<file path="src/rtl/pll_lock_sequencer.sv">
// rtl/pll_lock_sequencer.sv - PLL power-up, lock qualification, clock gating and recovery sequencer
module pll_lock_sequencer #(
  parameter int RST_CYCLES   = 64,
  parameter int LOCK_TIMEOUT = 50000,
  parameter int LOCK_STABLE  = 1024,
  parameter int GATE_DLY     = 16,
  parameter int MAX_RETRY    = 4
) (
  input  logic       clk,
  input  logic       rst,
  input  logic       restart,
  input  logic       pll_lock,
  output logic       pll_rst,
  output logic       clkout0_gate,
  output logic       core_rst,
  output logic       pll_ready,
  output logic       fail,
  output logic [3:0] retry_cnt,
  output logic [7:0] loss_cnt,
  output logic [2:0] state
);

  typedef enum logic [2:0] {
    S_RESET     = 3'd0,
    S_WAIT_LOCK = 3'd1,
    S_STABLE    = 3'd2,
    S_GATE      = 3'd3,
    S_RUN       = 3'd4,
    S_FAIL      = 3'd5
  } state_t;

  localparam logic [19:0] RST_LAST   = 20'(RST_CYCLES - 1);
  localparam logic [19:0] TO_LAST    = 20'(LOCK_TIMEOUT - 1);
  localparam logic [19:0] STB_LAST   = 20'(LOCK_STABLE - 1);
  localparam logic [19:0] GATE_LAST  = 20'(GATE_DLY - 1);
  localparam logic [3:0]  RETRY_LIM  = 4'(MAX_RETRY);

  state_t      cur;
  state_t      nxt;
  logic [19:0] cnt;
  logic        lock_m;
  logic        lock_s;
  logic [3:0]  retry_nx;
  logic [7:0]  loss_nx;
  logic [7:0]  loss_inc;

  assign state    = cur;
  assign loss_inc = (loss_cnt == 8'hff) ? loss_cnt : loss_cnt + 8'd1;

  always_comb begin
    nxt      = cur;
    retry_nx = retry_cnt;
    loss_nx  = loss_cnt;
    case (cur)
      S_RESET:     if (cnt == RST_LAST) nxt = S_WAIT_LOCK;
      S_WAIT_LOCK: begin
        if (lock_s) begin
          nxt = S_STABLE;
        end else if (cnt == TO_LAST) begin
          retry_nx = retry_cnt + 4'd1;
          nxt      = (retry_nx == RETRY_LIM) ? S_FAIL : S_RESET;
        end
      end
      S_STABLE: begin
        if (!lock_s) begin
          nxt = S_WAIT_LOCK;
        end else if (cnt == STB_LAST) begin
          nxt      = S_GATE;
          retry_nx = 4'd0;
        end
      end
      S_GATE: begin
        if (!lock_s) begin
          nxt     = S_RESET;
          loss_nx = loss_inc;
        end else if (cnt == GATE_LAST) begin
          nxt = S_RUN;
        end
      end
      S_RUN: begin
        if (!lock_s) begin
          nxt     = S_RESET;
          loss_nx = loss_inc;
        end
      end
      S_FAIL:  nxt = S_FAIL;
      default: nxt = S_RESET;
    endcase
    // restart wins over any lock-loss or timeout seen in the same cycle
    if (restart) begin
      nxt      = S_RESET;
      retry_nx = 4'd0;
      loss_nx  = loss_cnt;
    end
  end

  // outputs decode nxt so gate/reset never lag the state register
  always_ff @(posedge clk) begin
    if (rst) begin
      lock_m       <= 1'b0;
      lock_s       <= 1'b0;
      cur          <= S_RESET;
      cnt          <= 20'd0;
      retry_cnt    <= 4'd0;
      loss_cnt     <= 8'd0;
      pll_rst      <= 1'b1;
      clkout0_gate <= 1'b0;
      core_rst     <= 1'b1;
      pll_ready    <= 1'b0;
      fail         <= 1'b0;
    end else begin
      lock_m       <= pll_lock;
      lock_s       <= lock_m;
      cur          <= nxt;
      cnt          <= ((nxt != cur) || restart) ? 20'd0 : cnt + 20'd1;
      retry_cnt    <= retry_nx;
      loss_cnt     <= loss_nx;
      pll_rst      <= (nxt == S_RESET) || (nxt == S_FAIL);
      clkout0_gate <= (nxt == S_GATE) || (nxt == S_RUN);
      core_rst     <= (nxt != S_RUN);
      pll_ready    <= (nxt == S_RUN);
      fail         <= (nxt == S_FAIL);
    end
  end

endmodule
</file>
<file path="config.mk">
export PLATFORM = sky130hd
export DESIGN_NAME = pll_lock_sequencer
export DESIGN_NICKNAME = d
export VERILOG_FILES = /design/src/rtl/pll_lock_sequencer.sv
export SDC_FILE = /design/constraint.sdc
export NUM_CORES = 1
export LEC_CHECK = 0
export ABC_CLOCK_PERIOD_IN_PS = 1980
export CAP_MARGIN = 20
export CORE_ASPECT_RATIO = 2
export CORE_MARGIN = 2
export CORE_UTILIZATION = 50
export DETAILED_ROUTE_END_ITERATION = 8
export PLACE_DENSITY_LB_ADDON = 0.25
export SETUP_SLACK_MARGIN = 0.2
export SYNTH_ARGS = -nofsm -noshare
export SYNTH_HDL_FRONTEND = slang
export SYNTH_SLANG_ARGS = --single-unit
</file>
<file path="constraint.sdc">
create_clock -name clk -period 1.98 [get_ports clk]
set_input_delay 0.198 -clock clk [delete_from_list [all_inputs] [get_ports clk]]
set_output_delay 0.198 -clock clk [all_outputs]
set_load 0.02 [all_outputs]
</file>
Word level (Yosys, flattened, before mapping)
Cells that the tools add are included.
{ "op_classes": {"n_addsub": 3, "eq_ne": 20, "n_mux": 16, "bitwise_logic": 3, "n_reduce_logical": 11} }
{ "op_table": {"columns": ["operator", "n"], "rows": [
  ["2-to-1 mux 3 bit", 10],
  ["adder 20 x 1 -> 20 bit, second input constant", 1],
  ["equality test 20 x 10 -> 1 bit, second input constant", 1],
  ["equality test 20 x 16 -> 1 bit, second input constant", 1],
  ["equality test 20 x 4 -> 1 bit, second input constant", 1],
  ["equality test 20 x 6 -> 1 bit, second input constant", 1],
  ["one-hot mux 3 bit (6 select lines)", 1],
  ["2-to-1 mux 4 bit", 4],
  ["equality test 3 bit, second input constant", 4],
  ["equality test 3 x 2 -> 1 bit, second input constant", 3],
  ["adder 8 x 1 -> 8 bit, second input constant", 1],
  ["equality test 8 bit, second input constant", 1],
  ["inequality test 2 bit, second input constant", 4],
  ["one-hot mux 4 bit (2 select lines)", 1],
  ["logical NOT 3 bit", 2],
  ["OR reduction 2 bit", 3],
  ["AND reduction 5 bit", 1],
  ["adder 4 x 1 -> 4 bit, second input constant", 1],
  ["equality test 4 x 3 -> 1 bit, second input constant", 1],
  ["AND reduction 4 bit", 1],
  ["equality test 3 x 1 -> 1 bit, second input constant", 1],
  ["logical OR 1 bit", 3],
  ["inequality test 3 bit", 1],
  ["inequality test 3 bit, second input constant", 1],
  ["2 further kinds", 4]
]} }
{ "word_totals": {"reg_bits": 42, "in_bits": 4, "output_inout_bits": 20, "word_cells": 64} }

Depth between registers and ports, before layout
Gate-level depths: netlist (run 1).
{ "logic_depth": {"ltp_word": 10, "mapped_depth": 8, "depth_no_buf": 7} }

Worst setup path after synthesis (run 1)
No wires, ideal clock.
{ "synth_timing": {"kind": "flip-flop to flip-flop", "from": "reg cnt[0]", "to": "reg cnt[0]", "setup_time_ns": 0.149, "arrival_ns": 1.871, "required_time_ns": 1.831, "path_slack_ns": -0.040, "stages_incl_launch_ff": 8, "path_buffers": 0, "synth_period_minus_slack_ns": 2.020, "path_cell_list": "dfxtp_1 -> ha_1 -> nand4_1 -> nor3_2 -> a41o_2 -> o21bai_2 -> nor3b_4 -> a2111oi_0"} }
{ "synth_via": {"elab_chain_cells": 8, "word_cells_on_any_way": 17, "classes_between": "add/sub: 1; eq/ne: 5; mux: 9; reduce/logical: 2"} }
{ "synth_lines": {"columns": ["item", "line", "rtl"], "rows": [
  ["start: declaration", "40", "logic [19:0] cnt;"],
  ["start signal: assignment", "115", "cnt <= ((nxt != cur) || restart) ? 20'd0 : cnt + 20'd1;"],
  ["equality test 20 x 4 -> 1 bit (tied with other cells)", "76", "end else if (cnt == GATE_LAST) begin"],
  ["2-to-1 mux 3 bit (on tied branches)", "76, 59, 67", null],
  ["2-to-1 mux 3 bit (on tied branches)", "73, 57, 65", null],
  ["one-hot mux 3 bit (6 select lines)", "54", "case (cur)"],
  ["2-to-1 mux 3 bit", "90", "if (restart) begin"],
  ["inequality test 3 bit", "115", null],
  ["logical OR 1 bit", "115", null],
  ["OR reduction 2 bit (no source line)", null, null]
]} }
Parallel ways exist; a longest one is shown, timed or not.
A chain may end at the register's enable or synchronous reset.

Worst setup path after layout (run 1)
{ "layout_timing": {"from": "reg cnt[9]", "to": "reg pll_rst"} }
{ "layout_via": {"elab_chain_cells": 7, "word_cells_on_any_way": 16, "classes_between": "eq/ne: 5; mux: 9; reduce/logical: 2"} }
{ "layout_lines": {"columns": ["item", "line", "rtl"], "rows": [
  ["equality test 20 x 4 -> 1 bit (tied with other cells)", "76", null],
  ["2-to-1 mux 3 bit (on tied branches)", "76, 59, 67", null],
  ["2-to-1 mux 3 bit (on tied branches)", "73, 57, 65", null],
  ["one-hot mux 3 bit (6 select lines) *", "54", null],
  ["2-to-1 mux 3 bit *", "90", null],
  ["equality test 3 bit / logical NOT 3 bit (equally long branches)", "118", "pll_rst <= (nxt == S_RESET) || (nxt == S_FAIL);"],
  ["logical OR 1 bit *", "118", null],
  ["end signal: assignment", "118", null],
  ["end: declaration", "13", "output logic pll_rst,"]
]} }
Mark *: on every way between the ends. The rest lies on a longest branch, timed or not.

==> results of run 1 <==
-- worst max-delay path, stage by stage, from the launching register on --
cell and delay, ps:
dfxtp_1 450, and4b_1 280, nand4b_1 260, nor3b_2 250, o22ai_2 150, or4b_1 510, o2111ai_2 80
-- worst max path at each step --
stage          startpoint           end  slack [ps]  cells after the start
2_1_floorplan      cnt[1]        cnt[0]          40                      7
3_3_place_gp       cnt[1]        cnt[0]        -100                      9
3_5_place_dp       cnt[1]        cnt[0]        -120                      9
4_1_cts            cnt[1]  clkout0_gate         -40                      7
5_1_grt            cnt[9]  clkout0_gate        -170                      7
6_report           cnt[9]       pll_rst         -80                      6
-- metrics by stage --
stage / total power, mW / instances
2_1_floorplan: 0.8992 / 235
6_report: 1.626 / 372
5_1_grt: 1.669 / 372
3_3_place_gp: 0.9261 / 356
3_5_place_dp: 0.9270 / 356
4_1_cts: 1.621 / 371
-- logic make-up after synthesis --
| family | after synthesis | share of synthesized area [%] |
|---|---|---|
| xor+xnor | 24 | 9.529 |
| buf+inv | 13 | 3.062 |
| compound gates | 35 | 14.07 |
| simple gates | 115 | 32.16 |
| flops | 42 | 38.12 |
| mux | 3 | 1.361 |
| fa+ha+maj | 3 | 1.702 |
-- state kept, by name (all words and copies together), names as in the netlist --
register      flops
clkout0_gate      1
cnt              20
core_rst          1
fail              1
lock_m            1
lock_s            1
loss_cnt          8
pll_ready         1
pll_rst           1
retry_cnt         4
state             3
-- power groups by stage --
stage,registers [mW],clock network (mW),logic (mW)
5_1_grt,0.846,0.741,0.0819
3_5_place_dp,0.871,0,0.0564
6_report,0.845,0.703,0.0785
2_1_floorplan,0.871,0,0.0287
3_3_place_gp,0.870,0,0.0557
4_1_cts,0.848,0.707,0.0666
-- repair_timing --
item / CTS / global route
setup buffers: 6 / 1
hold buffers: 0 / 0
resized for setup: 23 / 35
endpoints found under the setup margin: 38 / 38
cloned: 1 / 0
pin swaps: 9 / 5
-- final cells by class --
type                    count  share of cell area [%]
clock buffers               5                   2.072
inverters                   4                  0.4520
multi-input cells         180                   45.91
clock inverters             3                   1.356
repair buffers             84                   22.26
well taps                  54                   2.034
flip-flops and latches     42                   25.91
-- metal layers --
| metal | up-vias | track usage [%] | share of wire [%] |
|---|---|---|---|
| met4 | 0 | 10.81 | 3.4 |
| met1 | 1037 | 26.07 | 34 |
| li1 | 1018 | - | - |
| met3 | 18 | 3.211 | 2.4 |
| met2 | 40 | 53.45 | 60 |
| met5 | - | 0 | 0 |
-- synth_stat cells, types with 2 or more instances --
cell        n  share of area [%]
a2111oi_2   6                4.1
a211oi_1    5                1.7
a21oi_1     2               0.45
a31oi_1     2               0.57
and2_1      6                1.7
and3_1      2               0.57
buf_2       3               0.68
buf_6       2                1.0
clkbuf_1    4               0.68
dfxtp_1    42                 38
ha_1        3                1.7
inv_1       4               0.68
mux2i_1     3                1.4
nand2_1    12                2.0
nand2_2     2               0.57
nand2b_1    2               0.57
nand3_1    14                3.2
nand4_1     7                2.0
nand4b_1    2               0.79
nor2_1     30                5.1
nor2b_1     5                1.4
nor3_1      8                1.8
nor3_2      3                1.4
nor3b_1     3                1.0
nor4_4      3                2.9
o21ai_0     4               0.91
o21ai_1     2               0.45
or3b_1      2               0.79
xnor2_1    10                4.0
xor2_1     14                5.6
==> flow_metrics.tcl, run 1 <==
set metrics [dict create \
    status "complete, but fails checks" \
    violations "negative setup slack" \
    n_antenna_cell 0 \
    fin_hold_ws_ps 449.0 \
    worstPathRequired_ps 2210 \
    seq_area_um2 860.8 \
    pwr-share-seq_pct 52.0 \
    p_sw_mw 0.3737 \
    fp-row-count 34 \
    route.detailed.drc 0 \
    finalSetupViolCount 12 \
    mostFrequentLayoutCell "buf_4" \
    syn_nets 242 \
    r2r_end "pll_rst" \
    cts_tree "done" \
    synth_area_per_cell_um2 9.387 \
    post_drt_wl_per_cell_um 17.12 \
    fp.dieH_um 97.93 \
    async_reset_ff_share_pct 0 \
    place.gp.congestion 0.8945 \
    grt_usage_pct 26.92 \
    worst_slew_pin_slew_ps 442.4 \
    fin_crit_ps 2058 \
    core_um2 4297 \
    vias 2113 \
    r2r-start "cnt[9]" \
    start_kind "flip-flop" \
    synth_edf_count 0 \
    placed_area_um2 2899 \
    hpwl_mm 4.433 \
    p_sw_share_pct 22.98 \
    hold_end "lock_m" \
    synth_area_um2 2206 \
    nNetsFinal 324 \
    cts_sinks 42 \
    clock_latency_ps 300 \
    synthCells 235 \
    port_buffers 23 \
    worst-r2r-cell-count 6 \
    ir_worst_vdd_uv 487.9 \
    avgViaCountPerCell 5.680 \
    r2r_slack_ps -80 \
    worstPathMaxFanout 5 \
    drive_gt1_share_pct 39.62 \
    cts_buffers 5 \
    die_x_um 50.97 \
    io_pins 24 \
    combinationalPowerShare_pct 4.8 \
    synthFlopType "dfxtp_1" \
    synth_cell_types 58 \
    cts-root-buf "clkbuf_8" \
    grt_max_degree 21 \
    cp-end-kind "flip-flop" \
    wl_mm 6.368 \
    cts_buffer_depth 2 \
    internal-power_mw 1.253 \
    fin_util_pct 77.32 \
    drt_iter0_markers 42 \
    power_frac_clock_pct 43.2 \
    multi_input_area_um2 1525 \
    design_area_um2 3322 \
    relSlewSlack_pct 70.28 \
    postLayoutSetupSlackWorst_ps -78.38 \
    setup_tns_ps -437.2 \
    critical_path_arrival_ps 2290 \
    hp-start "pll_lock" \
    cap_violations 0 \
    p_per_area_nw_per_um2 489.6 \
    firstDrtPassIters 4 \
    hold_path.class "input port to flip-flop" \
    h-tree-depth 2 \
    ys_warn_count 0 \
    hold_viol_final 0 \
    die-area_um2 4991 \
    synth_seq_area_share_pct 38.12 \
    fin_crit_sh_pct 104.0 \
    ys_ff_latch 42 \
    syn2layout_area_growth_pct 50.60 \
    whs_path_depth 2 \
    grt_pass1_vias 2231 \
    pre_cts_slack_ps -120.7 \
    final_cell_mix "buf_4, dfxtp_1, clkdlybuf4s50_1, nor2_1, xor2_1" \
    antenna_found_initial 0 \
    slew_violations 0 \
    n_fill_cell 286 \
    start_util_pct 51.34 \
    grt_pass1_wl_mm 10.27 \
    p_leak_nw 1.177 \
    fmax_mhz 485.8 \
    clock_skew_ps 3.916 \
    ant_nets 0 \
    clk_pin_slew_ps 90 \
    critPathKind "flip-flop to flip-flop" \
    grt_setup_unrepaired "true" \
    overflow 0 \
]
Power figures use the tool's default switching activity.
==> run 2, diff against run 1 <==
CTS_CLUSTER_SIZE = 20   (was not set)
==> results of run 2 <==
The final DEF is identical to that of run 1; final timing and power are the same.
